--- src/rtl/amp_pkg.sv ---
// Shared constants and the amplitude-to-duty conversion used by the PWM stage.
package amp_pkg;

  localparam int AMP_MAX_DEF = 20;
  localparam int GAIN_DEF    = 5;
  localparam int PERIOD_DEF  = 100;
  localparam int DEAD_DEF    = 3;
  localparam int DCNT_W      = 8;

  // Dead-time interlock state, kept as one packed register so it can be probed.
  typedef struct packed {
    logic              tgt;
    logic [DCNT_W-1:0] dcnt;
  } dt_state_t;

  // Signed clamp to [0, amp_max], then unsigned multiply by gain.
  function automatic logic [31:0] clamp_scale(input logic signed [63:0] x,
                                              input int amp_max,
                                              input int gain);
    logic signed [63:0] lim;
    logic [31:0]        c;
    lim = 64'(amp_max);
    if (x < 0) begin
      c = '0;
    end else if (x > lim) begin
      c = 32'(amp_max);
    end else begin
      c = x[31:0];
    end
    return c * 32'(gain);
  endfunction

endpackage

--- src/rtl/pwm_deadtime_modulator_deadtime_gen.sv ---
// Dead-time interlock for one bridge leg: any raw edge forces both gates off
// for DEAD+1 clocks before the new side is enabled.
module deadtime_gen
  import amp_pkg::*;
#(
  parameter int DEAD = DEAD_DEF
) (
  input  logic clk,
  input  logic rst_n,
  input  logic raw,
  output logic pwm_hi,
  output logic pwm_lo
);

  if (DEAD < 0 || DEAD >= (1 << DCNT_W)) begin : g_bad_dead
    $error("deadtime_gen: DEAD out of range");
  end

  dt_state_t state_q, state_d;
  logic      hi_q, hi_d;
  logic      lo_q, lo_d;

  always_ff @(posedge clk or negedge rst_n) begin
    if (!rst_n) begin
      state_q.tgt  <= 1'b0;
      state_q.dcnt <= DCNT_W'(DEAD);
      hi_q         <= 1'b0;
      lo_q         <= 1'b0;
    end else begin
      state_q <= state_d;
      hi_q    <= hi_d;
      lo_q    <= lo_d;
    end
  end

  // A raw change while counting restarts the gap, so short pulses are swallowed.
  always_comb begin
    state_d = state_q;
    hi_d    = 1'b0;
    lo_d    = 1'b0;
    if (raw != state_q.tgt) begin
      state_d.tgt  = raw;
      state_d.dcnt = DCNT_W'(DEAD);
    end else if (state_q.dcnt != '0) begin
      state_d.dcnt = state_q.dcnt - 1'b1;
    end else begin
      hi_d = state_q.tgt;
      lo_d = ~state_q.tgt;
    end
  end

  assign pwm_hi = hi_q;
  assign pwm_lo = lo_q;

endmodule

--- src/rtl/pwm_deadtime_modulator.sv ---
// Edge-aligned fixed-frequency PWM with per-period amplitude sampling and a
// dead-time interlock driving complementary high/low gate enables.
module pwm_deadtime_modulator
  import amp_pkg::*;
#(
  parameter int IN_W    = 32,
  parameter int AMP_MAX = AMP_MAX_DEF,
  parameter int GAIN    = GAIN_DEF,
  parameter int PERIOD  = PERIOD_DEF,
  parameter int DEAD    = DEAD_DEF
) (
  input  logic                              clk,
  input  logic                              rst_n,
  input  logic signed [IN_W-1:0]            expect_signal,
  output logic                              pwm_hi,
  output logic                              pwm_lo,
  output logic                              period_start,
  output logic [$clog2(PERIOD+1)-1:0]       duty_q
);

  localparam int DW = $clog2(PERIOD + 1);

  if (AMP_MAX * GAIN > PERIOD) begin : g_bad_gain
    $error("pwm_deadtime_modulator: AMP_MAX*GAIN exceeds PERIOD");
  end

  logic [DW-1:0] cnt_q, cnt_d;
  logic [DW-1:0] duty_d;
  logic          period_start_q, period_start_d;
  logic          last_cnt;
  logic          raw;

  always_ff @(posedge clk or negedge rst_n) begin
    if (!rst_n) begin
      cnt_q          <= '0;
      duty_q         <= '0;
      period_start_q <= 1'b0;
    end else begin
      cnt_q          <= cnt_d;
      duty_q         <= duty_d;
      period_start_q <= period_start_d;
    end
  end

  // Duty is only reloaded on the wrap edge so a period never sees two duties.
  always_comb begin
    last_cnt       = (cnt_q == DW'(PERIOD - 1));
    cnt_d          = last_cnt ? '0 : cnt_q + 1'b1;
    period_start_d = (cnt_d == '0);
    duty_d         = duty_q;
    if (last_cnt) begin
      duty_d = DW'(clamp_scale(64'(expect_signal), AMP_MAX, GAIN));
    end
  end

  assign raw          = (cnt_q < duty_q);
  assign period_start = period_start_q;

  deadtime_gen #(
    .DEAD (DEAD)
  ) u_deadtime (
    .clk    (clk),
    .rst_n  (rst_n),
    .raw    (raw),
    .pwm_hi (pwm_hi),
    .pwm_lo (pwm_lo)
  );

endmodule

--- config.mk ---
export PLATFORM = sky130hd
export DESIGN_NAME = pwm_deadtime_modulator
export DESIGN_NICKNAME = d
export VERILOG_FILES = /design/src/rtl/amp_pkg.sv /design/src/rtl/pwm_deadtime_modulator_deadtime_gen.sv /design/src/rtl/pwm_deadtime_modulator.sv
export SDC_FILE = /design/constraint.sdc
export NUM_CORES = 1
export LEC_CHECK = 0
export ABC_AREA = 1
export CELL_PAD_IN_SITES_DETAIL_PLACEMENT = 2
export CELL_PAD_IN_SITES_GLOBAL_PLACEMENT = 2
export CORE_UTILIZATION = 28
export DETAILED_ROUTE_END_ITERATION = 8
export PLACE_DENSITY_LB_ADDON = 0.1
export SKIP_LAST_GASP = 1
export SLEW_MARGIN = 40
export SYNTH_ARGS = -nofsm -noshare
export SYNTH_HDL_FRONTEND = slang
export SYNTH_SLANG_ARGS = --single-unit
--- constraint.sdc ---
create_clock -name clk -period 2.1 [get_ports clk]
set_input_delay 0.42 -clock clk [delete_from_list [all_inputs] [get_ports clk]]
set_output_delay 0.42 -clock clk [all_outputs]
set_load 0.02 [all_outputs]
# Word level (Yosys, flattened, before mapping)
# Cells that the tools add are included.
# W data, S select, Z words.
# classes
add_sub_neg,2
mul,1
n_div,0
order_cmp,3
eq_ne,2
shifts,0
n_mux,10
bitwise_logic,1
n_reduce_logical,3
# ops
operator,n
$mux W32,3
$gt A32 B6 Y1 const B,1
$lt A32 B1 Y1 const B,1
$mul A32 B3 Y7 const B,1
$mux W8,2
$reduce_bool A8 Y1,1
$sub A8 B1 Y8 const B,1
$add A7 B1 Y7 const B,1
$eq A7 B7 Y1 const B,1
$logic_not A7 Y1,1
$lt A7 B7 Y1,1
$mux W7,1
$mux W1,4
$reduce_bool A2 Y1,1
$ne A1 B1 Y1,1
$not A1 Y1,1
# totals
ff_bits,26
latchBits,0
mem_bits_rw,0
mem_bits_ro,0
input_bits,34
output_inout_bits,10
word_cells,29
mem_count,0

# Longest topological paths before layout
# Gate-level depths: netlist of the first run.
# depth
depth_word,5
depth_mapped,19

# By module
# From an unflattened synthesis of the first run, not the netlist that was laid out.
# unflattened
cells_unflattened,241
hier_area_um2,1811.7
# by_module_without_submodules
module,n_inst,cells_per_inst,area_per_inst_um2,seq_area_each_um2
pwm_deadtime_modulator,1,166,1184.9,375.4
deadtime_gen,1,75,626.9,277.8

# Worst setup path before layout of the first run
# OpenSTA, ideal clock, no wires.
# synth_path
kind,input -> register
start,in expect_signal[31]
end,reg duty_q[6]
arrival_time_ns,2.249
t_required_ns,2.035
path_slack_ns,-0.214
path_stages,19
path_buffers,0
cell_sequence,inv_2 nand2_1 nor2_1 nand2_1 nor2_2 nand2_1 nand3_2 nand2_1 nand2_1 inv_1 ha_1 ha_1 nand3_1 nand2_1 xor2_1 inv_1 nand3_1 nand3_1 nand2_1
# synth_between
elab_chain_len,5
word_cells_on_any_way,6
cone_classes,mul: 1; order compare: 2; mux: 3
# synth_rtl
item,line_no,rtl
"start, declared",pwm_deadtime_modulator.sv:14,"input logic signed [IN_W-1:0] expect_signal,"
$gt A32 B6 Y1,amp_pkg.sv:25,end else if (x > lim) begin
$mux W32,amp_pkg.sv:25,
$mux W32 (*),amp_pkg.sv:23,if (x < 0) begin
$mux W32 (*),pwm_deadtime_modulator.sv:51,if (last_cnt) begin
$mul A32 B3 Y7 (*),amp_pkg.sv:30,return c * 32'(gain);
"end signal, assigned",pwm_deadtime_modulator.sv:40,duty_q <= duty_d;
"end, declared",pwm_deadtime_modulator.sv:18,output logic [$clog2(PERIOD+1)-1:0] duty_q
# Mark *: on every way between the ends. The rest lies on a longest branch, timed or not. The select of a mux whose other input is x is not followed.
# A chain may end at the register's enable or synchronous reset.

# Worst setup path after layout of the first run
# layout_path
start,in expect_signal[3]
end,reg duty_q[6]
# Same word-level chain as after synthesis.

==> results of run 1 <==
[area by class of cell]
cell class / count / area, um^2 / share of cell area
clock buffers: 4 / 45.0 / 0.0168
multi-input cells: 150 / 1120 / 0.418
inverters: 59 / 229 / 0.0856
repair buffers: 68 / 537 / 0.201
flip-flops and latches: 26 / 653 / 0.244
well taps: 75 / 93.8 / 0.0351
[layout by cell type, fill, tap and decap left out, drive strengths merged]
master         count
inv               59
buf               57
nand2             52
nor2              28
dfrtp             24
ha                15
o21ai             13
nand3             13
clkdlybuf4s50     11
nor3               8
xor2               6
a21oi              5
clkbuf             4
xnor2              2
dfstp              2
nor4               2
and2               1
nand4              1
o21a               1
or2                1
fa                 1
conb               1
[final timing paths]
path / from / end / slack [ns] / cells past startpoint
worst max-delay path: expect_signal[3] / duty_q[6] / -0.23 / 22
worst min-delay path: cnt_q[0] / cnt_q[0] / 0.51 / 1
worst max register to register: duty_q[6] / u_deadtime.state_q[6] / 0.31 / 10
worst min register to register: cnt_q[0] / cnt_q[0] / 0.51 / 1
max in group asynchronous: rst_n / u_deadtime.state_q[0] / 1.27 / 2
min in group asynchronous: rst_n / duty_q[3] / 0.52 / 2
[routing by layer]
layer / GRT usage / vias to the layer above
met5: 0 / -
met2: 0.370 / 22
li1: - / 854
met3: 0.0363 / 2
met4: 0.0386 / 0
met1: 0.219 / 839
[where the power goes]
| group | switching (uW) | total [uW] | leakage, uW | internal [uW] |
|---|---|---|---|---|
| registers | 0 | 500 | 0.000294 | 500 |
| logic | 96.2 | 208 | 0.00108 | 112 |
| clock network | 168 | 304 | 0.0000228 | 136 |
| total | 264 | 1010 | 0.00139 | 749 |
[state kept, by name, summed over array words and instances, names as in the netlist]
| name | flops |
|---|---|
| u_deadtime.state_q | 9 |
| cnt_q | 7 |
| duty_q | 7 |
| period_start | 1 |
| u_deadtime.pwm_hi | 1 |
| u_deadtime.pwm_lo | 1 |
[through the flow]
stage	util	worst slack [ns]	std cells
floorplan	-	-0.0845	236
global placement	0.415	-0.773	367
detailed placement	0.415	-0.931	367
CTS	0.422	-0.111	380
global route	0.441	-0.340	382
finish	0.441	-0.228	382
[cell families (layout without fill, tap and decap cells)]
family	Yosys count	in the layout	share of synthesized area
AOI/OAI and AO/OA	19	19	0.0562
xor gates and xnor gates	8	8	0.0389
adders and majority gates	16	16	0.115
buffers and inverters	60	131	0.129
DFF	26	26	0.362
other	1	1	0.00208
and+or+nand+nor	106	106	0.296
[timing repair]
action | CTS | global route
setup buffers | 9 | 2
gates resized for setup | 129 | 41
pin swaps | 40 | 23
endpoints found under the setup margin | 4 | 3
==> impl_metrics.sql, run 1 <==
INSERT INTO impl_metrics (metric_group, metric, value, unit) VALUES
('status', 'outcome', 'finished, violations left', ''),
('status', 'failing_checks', 'setup timing', ''),
('final_layout', 'drive_above_1_share', '0.463', ''),
('setup_path', 'maximum_cell_stage_delay_along_the_critical_path', '0.14', 'ns'),
('global_route', 'grt_pass1_wl', '9.58', 'mm'),
('floorplan', 'die_h', '82.2', 'um'),
('yosys', 'postSynthAreaPerCell', '7.64', 'um^2'),
('yosys', 'synth_enable_flop_cells', '0', ''),
('routing', 'met3WireLength', '115', 'um'),
('clock_network', 'ctsLongestPathBuffers', '2', ''),
('routing', 'via_per_inst', '4.49', ''),
('global_route', 'grt.total_usage', '0.193', ''),
('timing', 'hold_ws', '0.514', 'ns'),
('floorplan', 'effective_utilization_at_floorplan', '0.297', ''),
('clock_network', 'worst_setup_hold_path_clk_slew', '0.10', 'ns'),
('routing', 'totalWireLength', '5.77', 'mm'),
('clock_network', 'clock-sinks', '26', ''),
('timing', 'period_minus_slack', '2.33', 'ns'),
('yosys', 'synth_fp_nets', '286', ''),
('yosys', 'yosys-top-cells-area', 'sky130_fd_sc_hd__dfrtp_1 33%, sky130_fd_sc_hd__inv_1 11%, sky130_fd_sc_hd__ha_1 10%, sky130_fd_sc_hd__nand2_1 10%, sky130_fd_sc_hd__nor2_1 5.2%', ''),
('global_route', 'global_route.overflow_total', '0', ''),
('clock_network', 'cts_buffers', '3', ''),
('setup_path', 'crit_path_arrival_time', '2.54', 'ns'),
('floorplan', 'core', '6060', 'um^2'),
('timing', 'timing.fmax', '0.430', 'GHz'),
('placement', 'gpl.final_weighted_congestion', '0.726', ''),
('clock_network', 'cts_hold_buffers', '0', ''),
('yosys', 'synth.lib_cells_used.distinct', '31', ''),
('final_layout', 'syn_to_final_growth', '48.4', '%'),
('routing', 'routedWlPerCell', '15.1', 'um'),
('placement', 'port_buffers', '43', ''),
('setup_path', 'cpLargestDelayFamily', 'buffers and inverters', ''),
('timing', 'setup_viol_count_final', '3', ''),
('routing', 'drc_errors', '0', ''),
('clock_network', 'clock_insertion_delay_worst_skew', '0.28', 'ns'),
('yosys', 'synth_top_cell_area_share', '0.333', ''),
('routing', 'route.antenna.remaining_nets', '0', ''),
('timing', 'post-route-period-util', '1.11', ''),
('final_layout', 'nFillCells', '707', ''),
('setup_path', 'cp.required', '2.32', 'ns'),
('global_route', 'via_count_of_the_first_global_routing_pass', '2015', ''),
('power_and_ir_drop', 'maximum_vdd_drop', '0.000233', 'V'),
('timing', 'setup_slack', '-0.228', 'ns'),
('yosys', 'ys_ff_latch', '26', ''),
('final_layout', 'nets', '358', ''),
('routing', 'top_signal_layer_used', 'met4', ''),
('routing', 'starting_drt_drc_count', '31', ''),
('yosys', 'synth.top_cells.by_count', '52 x sky130_fd_sc_hd__inv_1, 49 x sky130_fd_sc_hd__nand2_1, 25 x sky130_fd_sc_hd__nor2_1, 24 x sky130_fd_sc_hd__dfrtp_1, 15 x sky130_fd_sc_hd__ha_1', ''),
('clock_network', 'root_buffer', 'sky130_fd_sc_hd__clkbuf_8', ''),
('timing', 'max_slew_violations', '0', ''),
('yosys', 'synthesized_netlist_cell_count', '236', ''),
('yosys', 'netlist_area', '1800', 'um^2'),
('placement', 'hpwl_dp', '4.45', 'mm'),
('yosys', 'synth_most_common_cell', 'sky130_fd_sc_hd__inv_1', ''),
('final_layout', 'post_layout_instance_area', '2680', 'um^2'),
('global_route', 'number_of_antenna_violations_at_the_first_check_in_global_routing', '0', ''),
('power_and_ir_drop', 'leakage', '0.00139', 'uW'),
('routing', 'drt-pass1-iter-count', '3', ''),
('power_and_ir_drop', 'power', '1010', 'uW'),
('setup_path', 'path_cells', 'buf_2, inv_1, nand2_1, nor2_1, nand2_1, nor2_1, nand2_2, nand3_4, nand2_2, nand2_2, buf_4, buf_4, buf_4, buf_4, buf_4, buf_4, buf_4, buf_4, buf_4, nand2_1, nand3_1, nand2_1', ''),
('clock_network', 'htreeDepth', '1', ''),
('timing', 'rsz_0062_raised_after_global_routing', 'true', ''),
('routing', 'met2WireLength', '3.17', 'mm'),
('setup_path', 'nature_of_the_critical_path_startpoint', 'input pin', ''),
('hold_path', 'min_path_type', 'flip-flop to flip-flop', ''),
('timing', 'setup_tns', '-0.398', 'ns'),
('global_route', 'grt_start_max_net_pins', '27', ''),
('setup_path', 'critPathMostFrequentCell', 'sky130_fd_sc_hd__buf_4', ''),
('job', 'drv.max_cap_violation_count', '0', ''),
('floorplan', 'placementRows', '28', ''),
('yosys', 'ys_seq_area_frac', '0.362', '');
Note: power is estimated with default switching activity, not from simulation.
==> run 2, diff against run 1 <==
--- a/config.mk
+++ b/config.mk
@@ -6,13 +6,15 @@
 export NUM_CORES = 1
 export LEC_CHECK = 0
 export ABC_AREA = 1
+export CAP_MARGIN = 20
 export CELL_PAD_IN_SITES_DETAIL_PLACEMENT = 2
 export CELL_PAD_IN_SITES_GLOBAL_PLACEMENT = 2
-export CORE_UTILIZATION = 28
+export CORE_UTILIZATION = 30
 export DETAILED_ROUTE_END_ITERATION = 8
 export PLACE_DENSITY_LB_ADDON = 0.1
 export SKIP_LAST_GASP = 1
 export SLEW_MARGIN = 40
 export SYNTH_ARGS = -nofsm -noshare
 export SYNTH_HDL_FRONTEND = slang
+export SYNTH_HIERARCHICAL = 1
 export SYNTH_SLANG_ARGS = --single-unit
==> constraint.sdc (replaced) <==
create_clock -name clk -period 2.8 [get_ports clk]
set_input_delay 0.56 -clock clk [delete_from_list [all_inputs] [get_ports clk]]
set_output_delay 0.56 -clock clk [all_outputs]
set_load 0.02 [all_outputs]
==> run 2 against run 1 <==
  * Critical path depth decreased by 9
  * Largest power group unchanged
  * Core utilization up 1.4 points
  * Critical path type unchanged
  * Hold slack got worse by 0.034 ns
  * Via count increased by 1.0%
  * The run now ends clean
  * Final area down 3.4%
  * First-iteration DRC count is 65% lower
==> impl_metrics.sql, run 2 <==
INSERT INTO impl_metrics (metric_group, metric, value, unit) VALUES
('timing', 'timing.clock.skew', '0.00244', 'ns'),
('floorplan', 'placementRows', '27', ''),
('final_layout', 'most-common-layout-cells', '43 x sky130_fd_sc_hd__inv_1, 43 x sky130_fd_sc_hd__clkdlybuf4s50_1, 42 x sky130_fd_sc_hd__nand2_1', ''),
('setup_path', 'maximum_cell_stage_delay_along_the_critical_path', '0.52', 'ns'),
('routing', 'drt-pass1-iter-count', '4', ''),
('yosys', 'synth_most_common_cell', 'sky130_fd_sc_hd__inv_1', ''),
('yosys', 'ys.flop_type', 'sky130_fd_sc_hd__dfrtp_1', ''),
('yosys', 'cell_type_contributing_the_most_total_cell_area_after_synthesis', 'sky130_fd_sc_hd__dfrtp_1', ''),
('power_and_ir_drop', 'leakage', '0.00133', 'uW'),
('floorplan', 'effective_utilization_at_floorplan', '0.319', ''),
('yosys', 'postSynthAreaPerCell', '7.52', 'um^2'),
('routing', 'totalWireLength', '5.33', 'mm'),
('placement', 'dpl_worst_slack', '-0.387', 'ns'),
('placement', 'hpwl_dp', '4.11', 'mm'),
('final_layout', 'postLayoutCoreUtil', '0.455', ''),
('yosys', 'synthesized_netlist_cell_count', '241', ''),
('yosys', 'synth.lib_cells_used.distinct', '32', ''),
('setup_path', 'setup.worst_path.end_class', 'flip-flop', ''),
('setup_path', 'worstReg2RegStart', 'duty_q[4]', ''),
('clock_network', 'clock-sinks', '26', ''),
('clock_network', 'cts_buffers', '3', ''),
('global_route', 'via_count_of_the_first_global_routing_pass', '1881', ''),
('yosys', 'yosys-top-cells-area', 'sky130_fd_sc_hd__dfrtp_1 33%, sky130_fd_sc_hd__ha_1 11%, sky130_fd_sc_hd__inv_1 9.1%, sky130_fd_sc_hd__nand2_1 8.9%, sky130_fd_sc_hd__nor2_1 6.4%', ''),
('clock_network', 'cts_hold_buffers', '0', ''),
('timing', 'setup_viol_count_final', '0', ''),
('yosys', 'ys_ff_latch', '26', ''),
('setup_path', 'nature_of_the_critical_path_startpoint', 'input pin', ''),
('routing', 'drc_errors', '0', ''),
('timing', 'timing.fmax', '0.363', 'GHz'),
('clock_network', 'ctsLongestPathBuffers', '2', ''),
('hold_path', 'worstHoldPathCells', '1', ''),
('final_layout', 'nets', '351', ''),
('clock_network', 'worst_setup_hold_path_clk_slew', '0.09', 'ns'),
('global_route', 'grt_start_max_net_pins', '27', ''),
('routing', 'via_per_inst', '4.68', ''),
('timing', 'max_slew_violations', '0', ''),
('clock_network', 'clock_insertion_delay_worst_skew', '0.27', 'ns'),
('hold_path', 'hold_path.startpoint', 'u_deadtime/state_q[8]', ''),
('final_layout', 'nFillCells', '684', ''),
('timing', 'final_hold_viol_count', '0', ''),
('floorplan', 'core', '5680', 'um^2'),
('routing', 'route.antenna.remaining_nets', '0', ''),
('global_route', 'global_route.overflow_total', '0', ''),
('final_layout', 'drive_above_1_share', '0.197', ''),
('yosys', 'synth_top_cell_area_share', '0.331', ''),
('global_route', 'number_of_antenna_violations_at_the_first_check_in_global_routing', '0', ''),
('setup_path', 'timing.reg2reg.worst_path_depth', '11', ''),
('floorplan', 'die_h', '79.7', 'um'),
('yosys', 'ys_seq_area_frac', '0.360', ''),
('timing', 'rsz_0062_raised_after_global_routing', 'true', ''),
('timing', 'setup_slack', '0.0421', 'ns'),
('global_route', 'grt_pass1_wl', '8.57', 'mm'),
('setup_path', 'path_cells', 'clkdlybuf4s50_1, inv_1, nand2_1, nor2_1, nand3_1, nor2_4, nand4_1, inv_1, ha_1, ha_4, fa_2, nand2_1, o21ai_1', ''),
('job', 'drv.max_cap_violation_count', '0', ''),
('final_layout', 'number_of_flip_flops_under_the_largest_register_name', '9', ''),
('final_layout', 'num_antenna_cells', '0', ''),
('power_and_ir_drop', 'power-per-cell-area', '274', 'nW/um^2'),
('hold_path', 'hold-path-endpoint', 'u_deadtime/pwm_lo', ''),
('floorplan', 'die_w', '79.7', 'um'),
('timing', 'period_minus_slack', '2.76', 'ns'),
('setup_path', 'crit_type', 'input pin to flip-flop', ''),
('power_and_ir_drop', 'maximum_vdd_drop', '0.000135', 'V'),
('routing', 'routedWlPerCell', '14.4', 'um'),
('placement', 'port_buffers', '43', ''),
('clock_network', 'clock_tree_from_tritoncts', 'yes', ''),
('yosys', 'synth_fp_nets', '292', ''),
('yosys', 'asyncSetResetFlopFracSynth', '1.00', ''),
('clock_network', 'root_buffer', 'sky130_fd_sc_hd__clkbuf_8', ''),
('setup_path', 'crit_path_arrival_time', '2.96', 'ns'),
('routing', 'via_count', '1735', ''),
('timing', 'setup_tns', '0', 'ns'),
('yosys', 'synthesis.yosys.warnings', '6', ''),
('setup_path', 'regToRegSetupSlack', '0.68', 'ns'),
('setup_path', 'cp.required', '3.00', 'ns'),
('status', 'outcome', 'complete, no violations', ''),
('yosys', 'synth_enable_flop_cells', '0', ''),
('timing', 'post-route-period-util', '0.985', ''),
('final_layout', 'syn_to_final_growth', '42.7', '%'),
('yosys', 'synth.top_cells.by_count', '44 x sky130_fd_sc_hd__inv_1, 43 x sky130_fd_sc_hd__nand2_1, 31 x sky130_fd_sc_hd__nor2_1, 24 x sky130_fd_sc_hd__dfrtp_1, 19 x sky130_fd_sc_hd__nand3_1', ''),
('floorplan', 'io_pins', '44', ''),
('setup_path', 'path_max_fanout', '4', ''),
('setup_path', 'rr_endpoint', 'u_deadtime/state_q[5]', ''),
('final_layout', 'reg_top3', 'u_deadtime/state_q x9, cnt_q x7, duty_q x7', ''),
('hold_path', 'min_path_type', 'flip-flop to flip-flop', ''),
('setup_path', 'critical-path-slowest-cell', 'sky130_fd_sc_hd__fa_2', ''),
('floorplan', 'die_area', '6350', 'um^2'),
('clock_network', 'htreeDepth', '1', ''),
('final_layout', 'register_with_the_most_flip_flops', 'u_deadtime/state_q', ''),
('routing', 'starting_drt_drc_count', '11', ''),
('global_route', 'grt.total_usage', '0.176', ''),
('yosys', 'netlist_area', '1810', 'um^2'),
('placement', 'gpl.final_weighted_congestion', '0.734', '');
-- run 2: cell types whose count changed in the layout (fill, tap and decap cells not counted), moves of 11 or more --
cell,previous run,this run
sky130_fd_sc_hd__buf_4,25,12
sky130_fd_sc_hd__inv_1,29,43
sky130_fd_sc_hd__clkdlybuf4s50_1,11,43
sky130_fd_sc_hd__inv_2,28,8
sky130_fd_sc_hd__nand2_2,14,3
sky130_fd_sc_hd__buf_2,20,0
-- run 2: worst max-delay path by stage --
| stage | start | to | slack (ns) | cells after the start |
|---|---|---|---|---|
| after CTS | expect_signal[1] | duty_q[6] | 0.008 | 16 |
| after global placement | expect_signal[19] | duty_q[6] | -0.26 | 18 |
| after floorplan | expect_signal[7] | duty_q[5] | 0.40 | 11 |
| final | expect_signal[28] | duty_q[4] | 0.04 | 13 |
| after global routing | expect_signal[5] | duty_q[4] | -0.09 | 12 |
| after detailed placement | expect_signal[1] | duty_q[6] | -0.39 | 16 |
-- run 2: cell type report --
| cell class | count | area, um^2 | share of cell area |
|---|---|---|---|
| Multi-Input combinational cell | 162 | 1070 | 0.415 |
| Tap cell | 72 | 90.1 | 0.0348 |
| Sequential cell | 26 | 653 | 0.253 |
| Inverter | 51 | 191 | 0.0741 |
| Clock buffer | 4 | 45.0 | 0.0174 |
| Timing Repair Buffer | 56 | 532 | 0.206 |
-- run 2: per-layer routing --
metal | global-route usage | wire, um | vias up
li1 | - | - | 870
met1 | 0.201 | 2230 | 832
met2 | 0.335 | 2890 | 29
met3 | 0.0343 | 170 | 4
met4 | 0.0327 | 44 | 0
met5 | 0 | 0 | -
-- run 2: critical path, delay by kind of cell --
family	cells	cell delay [ns]
adder cells (fa/ha/maj)	3	0.97
AND/OR/NAND/NOR	6	0.78
buffers and inverters	3	0.56
AO/OA/AOI/OAI	1	0.09
-- run 2: timing repair --
item | 4_1_cts | 5_1_grt
endpoints found under the setup margin | 1 | 3
gates resized for setup | 3 | 22
pin swaps | 1 | 13
buffers inserted | 1 | 3
-- run 2: stage by stage --
stage          total power (uW)  hold WS (ns)  cells  instance area (um^2)
3_5_place_dp                473         0.469    363                  2380
6_report                    708         0.479    371                  2580
4_1_cts                     710         0.482    368                  2450
5_1_grt                     746         0.510    371                  2580
3_3_place_gp                470         0.451    363                  2380
2_1_floorplan               405         0.264    241                  1810
-- run 2: kinds of logic (layout without fill, tap and decap cells) --
| family | count (synthesis) | after routing | share of synthesized area |
|---|---|---|---|
| simple gates | 119 | 119 | 0.325 |
| other cells | 1 | 1 | 0.00207 |
| flops | 26 | 26 | 0.360 |
| xor+xnor | 1 | 1 | 0.00484 |
| compound gates | 24 | 24 | 0.0718 |
| buf+inv | 53 | 111 | 0.114 |
| fa+ha+maj | 17 | 17 | 0.122 |
-- run 2: power by group --
| part | internal, uW | switching [uW] | leakage (uW) |
|---|---|---|---|
| clock network | 102 | 124 | 0.0000228 |
| registers | 375 | 0 | 0.000294 |
| logic | 65.0 | 41.5 | 0.00101 |
==> RTL edit 1: new RTL, flow settings as in run 1 <==
Reset style: synchronous (`rst_n`), changed in 2 clocked blocks.
--- a/src/rtl/pwm_deadtime_modulator_deadtime_gen.sv
+++ b/src/rtl/pwm_deadtime_modulator_deadtime_gen.sv
@@ -20,7 +20,7 @@
   logic      hi_q, hi_d;
   logic      lo_q, lo_d;
 
-  always_ff @(posedge clk or negedge rst_n) begin
+  always_ff @(posedge clk) begin
     if (!rst_n) begin
       state_q.tgt  <= 1'b0;
       state_q.dcnt <= DCNT_W'(DEAD);
--- a/src/rtl/pwm_deadtime_modulator.sv
+++ b/src/rtl/pwm_deadtime_modulator.sv
@@ -30,7 +30,7 @@
   logic          last_cnt;
   logic          raw;
 
-  always_ff @(posedge clk or negedge rst_n) begin
+  always_ff @(posedge clk) begin
     if (!rst_n) begin
       cnt_q          <= '0;
       duty_q         <= '0;
Function: differs if rst_n is asserted again (counterexample within 10 cycles, from zero or initial values and one cycle with rst_n low); with rst_n held inactive, the same outputs for 10 cycles.
==> RTL edit 1 against run 1 <==
Largest power group unchanged. Die area is 11% lower. Worst hold slack worse by 0.047 ns. Design area is 8.1% lower. Setup slack better by 0.0022 ns. Combinational power is 55% higher. Critical path type unchanged. Final cell count is 2.4% lower. Register-to-register slack worse by 0.15 ns. Clock skew is 0.0012 ns lower. Power is 13% higher. The flow still finishes with violations (negative setup slack). Clock power is 5% lower. Largest cell class unchanged. Synthesized area is 11% lower. Routed wire length is 3.3% lower. Sequential cell count stayed put.
==> RTL edit 1: results (changes against run 1) <==
| Metric | Value |
|---|---|
| Run status | finished with violations |
| Failing checks | negative setup slack |
| Root Buffer | clkbuf_8 |
| DP Cell Count | 367 (unchanged) |
| Vias in the first global route | 1876 (-6.9%) |
| Top FF cell, synth | dfxtp_1 |
| HPWL after DPL | 3960 µm (-11%) |
| Met1 Resource Use GR | 20.8% (-1.2 points) |
| DR WL/cell | 14.9 µm (-1.0%) |
| Top cells by area, synth | dfxtp_1 32%, inv_1 12%, ha_1 12%, nand2_1 10%, nor2_1 8.0% |
| Global-route wire length before repair | 8670 µm (-9.5%) |
| Worst-skew pair later-pin latency | 0.28 ns (about the same) |
| Detailed Routing Iterations Pass 1 | 4 (+1) |
| Clk_skew | 0.00768 ns (-0.00125 ns) |
| Seq/Total Area, Yosys | 32.4% (-3.8 points) |
| Clock buffer depth | 2 (unchanged) |
| Crit Path Max Fanout | 6 (+1) |
| Gr usage total | 18.3% (-0.98 points) |
| Layout Nets | 353 (-1.4%) |
| Largest net degree at the start of global routing | 14 (-48%) |
| Via density | 4.56 (+1.5%) |
| Cells after Synth | 235 (-0.42%) |
| Routing usage on met2 | 35.5% (-1.5 points) |
| Post-synth top cells | 51 x inv_1, 44 x nand2_1, 34 x nor2_1 |
| Final worst setup slack | -0.226 ns (+0.00222 ns) |
| Routed vias | 1702 (-0.87%) |
| Largest registers | u_deadtime.state_q (9), cnt_q (7), duty_q (7) |
| Starting DRT DRC Count | 23 (-26%) |
| M3 GR Usage | 3.53% (-0.097 points) |
| Fraction of registers with async set/reset | 0% (-100 points) |
| Final ANT Viol Nets | 0 (unchanged) |
| Layout cells sized above 1 | 43.5% (-2.7 points) |
| VDD IR-drop max | 0.245 mV (+5.4%) |
| Synthesized Nets | 285 (-0.35%) |
| Layout fillers | 651 (-7.9%) |
| Top reg by flops | u_deadtime.state_q |
| H-tree depth | 1 (unchanged) |
| Yosys Warn Count | 0 (unchanged) |
| TritonCTS buffer count | 3 (unchanged) |
| Setup WS pre-CTS | -0.894 ns (+0.0367 ns) |
| Netlist cell types | 28 (-9.7%) |
| PortBufs | 43 (unchanged) |
| Diodes inserted | 0 (unchanged) |
| Endpoints failing setup | 3 (unchanged) |
| Initial antenna violation count | 0 (unchanged) |
| Worst-path clk slew | 0.08 ns (-0.02 ns) |
| GPL Wtd Cong | 0.750 (+3.3%) |
| Leakage | 1.12 nW (-20%) |
## RTL edit 1: changes by cell type after synthesis, sizes merged, moves of 4 or more
cell   before  now
nor2       28   35
nand2      52   46
a21oi       5    9
o21ai      13    8
inv        59   52
dfxtp       0   26
dfrtp      24    0
## RTL edit 1: cell families after synthesis
logic type,after synthesis,synth area share [%]
simple gates,108,29.3
buf+inv,53,12.7
flops,26,32.4
compound gates,24,8.50
fa+ha+maj,16,12.9
xor+xnor,7,3.82
other cells,1,0.234
## RTL edit 1: worst paths after layout
check | to | slack [ns] | cells past startpoint | start
max | duty_q[6] | -0.23 | 18 | expect_signal[17]
max reg2reg | u_deadtime.state_q[2] | 0.16 | 10 | duty_q[2]
min | u_deadtime.state_q[6] | 0.47 | 2 | u_deadtime.state_q[7]
min reg2reg | u_deadtime.state_q[6] | 0.47 | 2 | u_deadtime.state_q[7]
## RTL edit 1: timing repair
action	CTS	global route
resized for setup	143	43
setup buffers	2	2
pin swaps	41	35
cloned	0	0
endpoints found under the setup margin	4	6
## RTL edit 1: metal layers
metal	wire, µm	vias up
met3	190	8
met2	2950	36
met4	126	0
met1	2300	801
li1	-	857
met5	0	-
## RTL edit 1: report_power, final
group | switching, mW | internal, mW | total (mW)
Clock | 0.160 | 0.129 | 0.289
Combinational | 0.165 | 0.159 | 0.323
Sequential | 0.0178 | 0.516 | 0.534
## RTL edit 1: worst max-delay path, cell delays in order
cell	delay (ns)
buf_2	0.10
inv_2	0.04
nand2_2	0.06
nor2_2	0.11
nand2_2	0.08
nor2_4	0.13
nand2_2	0.08
nand3_4	0.12
a21oi_2	0.08
ha_1	0.38
ha_4	0.21
a21oi_2	0.15
nand2_2	0.08
xnor2_2	0.18
nand3_1	0.11
nand2_1	0.08
nor2_1	0.05
nor2_1	0.08
## RTL edit 1: stage by stage
stage	util (%)	cell area (µm²)	setup TNS (ns)	total power, mW
2_1_floorplan	-	1670	-0.337	0.691
3_3_place_gp	42.1	2320	-2.51	0.820
5_1_grt	44.6	2460	-0.943	1.22
6_report	44.6	2460	-0.404	1.15
4_1_cts	42.2	2320	-0.445	1.12
3_5_place_dp	42.1	2320	-3.36	0.835
## RTL edit 1: final cells by class
type                       count  share of cell area, %
clock buffer                   3                   1.68
inverter                      53                   8.60
multi-input combinational    156                   44.6
sequential                    26                   21.2
tap                           72                   3.67
timing repair buffer          63                   20.3
==> RTL edit 2: new RTL, settings of run 1 <==
Made on the original files. Set the parameter `IN_W` to 16 (it was 32).
--- a/src/rtl/pwm_deadtime_modulator.sv
+++ b/src/rtl/pwm_deadtime_modulator.sv
@@ -3,7 +3,7 @@
 module pwm_deadtime_modulator
   import amp_pkg::*;
 #(
-  parameter int IN_W    = 32,
+  parameter int IN_W    = 16,
   parameter int AMP_MAX = AMP_MAX_DEF,
   parameter int GAIN    = GAIN_DEF,
   parameter int PERIOD  = PERIOD_DEF,
Ports: changed (resized expect_signal); port bits go from 44 to 28. The function was not compared with the original's and may differ.
==> RTL edit 2 against run 1 <==
Design area shrank 12%. Synthesized area decreased by 6.0%. Non-clock buffer count decreased by 25. Clock skew is 0.0030 ns higher. Global-route usage decreased by 2.6 points. Setup slack better by 0.26 ns. Combinational power fell by 47%. Final cell count fell by 12%. Critical path depth down 12. Worst hold slack worse by 0.0013 ns. Routed wire length shrank 19%. Sequential cell count is the same. Power decreased by 9.9%. Critical path type unchanged. Count of clock-buffer cells in the layout unchanged.
==> RTL edit 2: results (changes against run 1) <==
| Metric | Value |
|---|---|
| Clk_skew | 0.0119 ns (+0.00297 ns) |
| Seq/Total Area, Yosys | 38.5% (+2.3 points) |
| M1 wire length | 2080 µm (-15%) |
| RR Endpoint | u_deadtime.state_q[2] |
| VDD IR-drop max | 0.223 mV (-4.1%) |
| CP arrival | 2.27 ns (-0.27 ns) |
| Layout cells sized above 1 | 27.9% (-18 points) |
| Detailed Routing Iterations Pass 1 | 4 (+1) |
| DP Cell Count | 329 (-10%) |
| Clk pwr | 0.303 mW (about the same) |
| Gr usage total | 16.7% (-2.6 points) |
| Hold_sp | u_deadtime.state_q[0] |
| DP Area | 2160 µm² (-14%) |
| Met1 Resource Use GR | 20.3% (-1.7 points) |
| Crit path launch | expect_signal[2] |
| Reg2Reg Depth | 9 (-1) |
| GPL Wtd Cong | 0.747 (+2.9%) |
| CP peak stage delay | 0.42 ns (+0.28 ns) |
| Leakage | 1.22 nW (-12%) |
| R2r setup slk | 0.36 ns (+0.05 ns) |
| Layout fillers | 665 (-5.9%) |
| Starting DRT DRC Count | 36 (+16%) |
| Vias in the first global route | 1710 (-15%) |
| Routed vias | 1536 (-11%) |
| WHS Path Cells | 2 (+1) |
| DR WL/cell | 13.8 µm (-8.3%) |
| Pint | 0.693 mW (-7.5%) |
| Global-route wire length before repair | 8050 µm (-16%) |
| HPWL after DPL | 3630 µm (-19%) |
| M3 GR Usage | 1.94% (-1.7 points) |
| Via density | 4.56 (+1.4%) |
| Cells after Synth | 219 (-7.2%) |
| Crit Path Max Fanout | 3 (-2) |
| Wire length on met3 | 103 µm (-10%) |
| CP endpoint | duty_q[4] |
| Post-synth top cells | 40 x nand2_1, 39 x inv_1, 33 x nor2_1 |
| Slowest cell on the critical path | fa_2 |
| Layout Nets | 300 (-16%) |
| Routing usage on met2 | 30.5% (-6.5 points) |
| Netlist cell types | 28 (-9.7%) |
| Run status | finished clean |
-- RTL edit 2: cell types whose count changed after synthesis, moves of 3 or more --
cell,run 1,this run
a21oi_1,5,2
inv_1,52,39
nand2_1,49,40
nand3_1,11,18
nand4_1,1,5
nor2_1,25,33
nor2_2,3,0
o21ai_0,3,8
o21ai_1,9,1
-- RTL edit 2: cell type report --
| class | count | share of cell area, % |
|---|---|---|
| Tap cell | 72 | 3.84 |
| Clock buffer | 4 | 1.92 |
| Multi-Input combinational cell | 148 | 43.9 |
| Inverter | 44 | 7.05 |
| Sequential cell | 26 | 27.9 |
| Timing Repair Buffer | 43 | 15.4 |
-- RTL edit 2: what timing repair did --
item                       4_1_cts  5_1_grt
setup endpoints to repair        3        3
gates resized for setup         47       21
buffers inserted                 3        1
pin swaps                       20       21
-- RTL edit 2: worst max-delay path, delay by kind of cell --
kind,cells,cell delay (ns)
adders and majority gates,3,0.81
AOI/OAI and AO/OA,3,0.48
buffers and inverters,2,0.31
and+or+nand+nor,2,0.26
-- RTL edit 2: per-stage QoR --
stage                     power (mW)  setup WS, ns  hold WS (ns)
after floorplan                0.537       -0.0597         0.124
after global placement         0.602        -0.640         0.486
after detailed placement       0.605        -0.676         0.492
after CTS                      0.919       -0.0422         0.508
after global routing           0.956       -0.0622         0.527
final                          0.913        0.0336         0.512
-- RTL edit 2: cell families after synthesis --
family	count (synthesis)	share of synthesized area (%)
buf+inv	45	10.4
fa+ha+maj	16	12.3
flops	26	38.5
simple gates	110	30.3
other cells	1	0.221
xor+xnor	6	3.10
compound gates	15	5.17
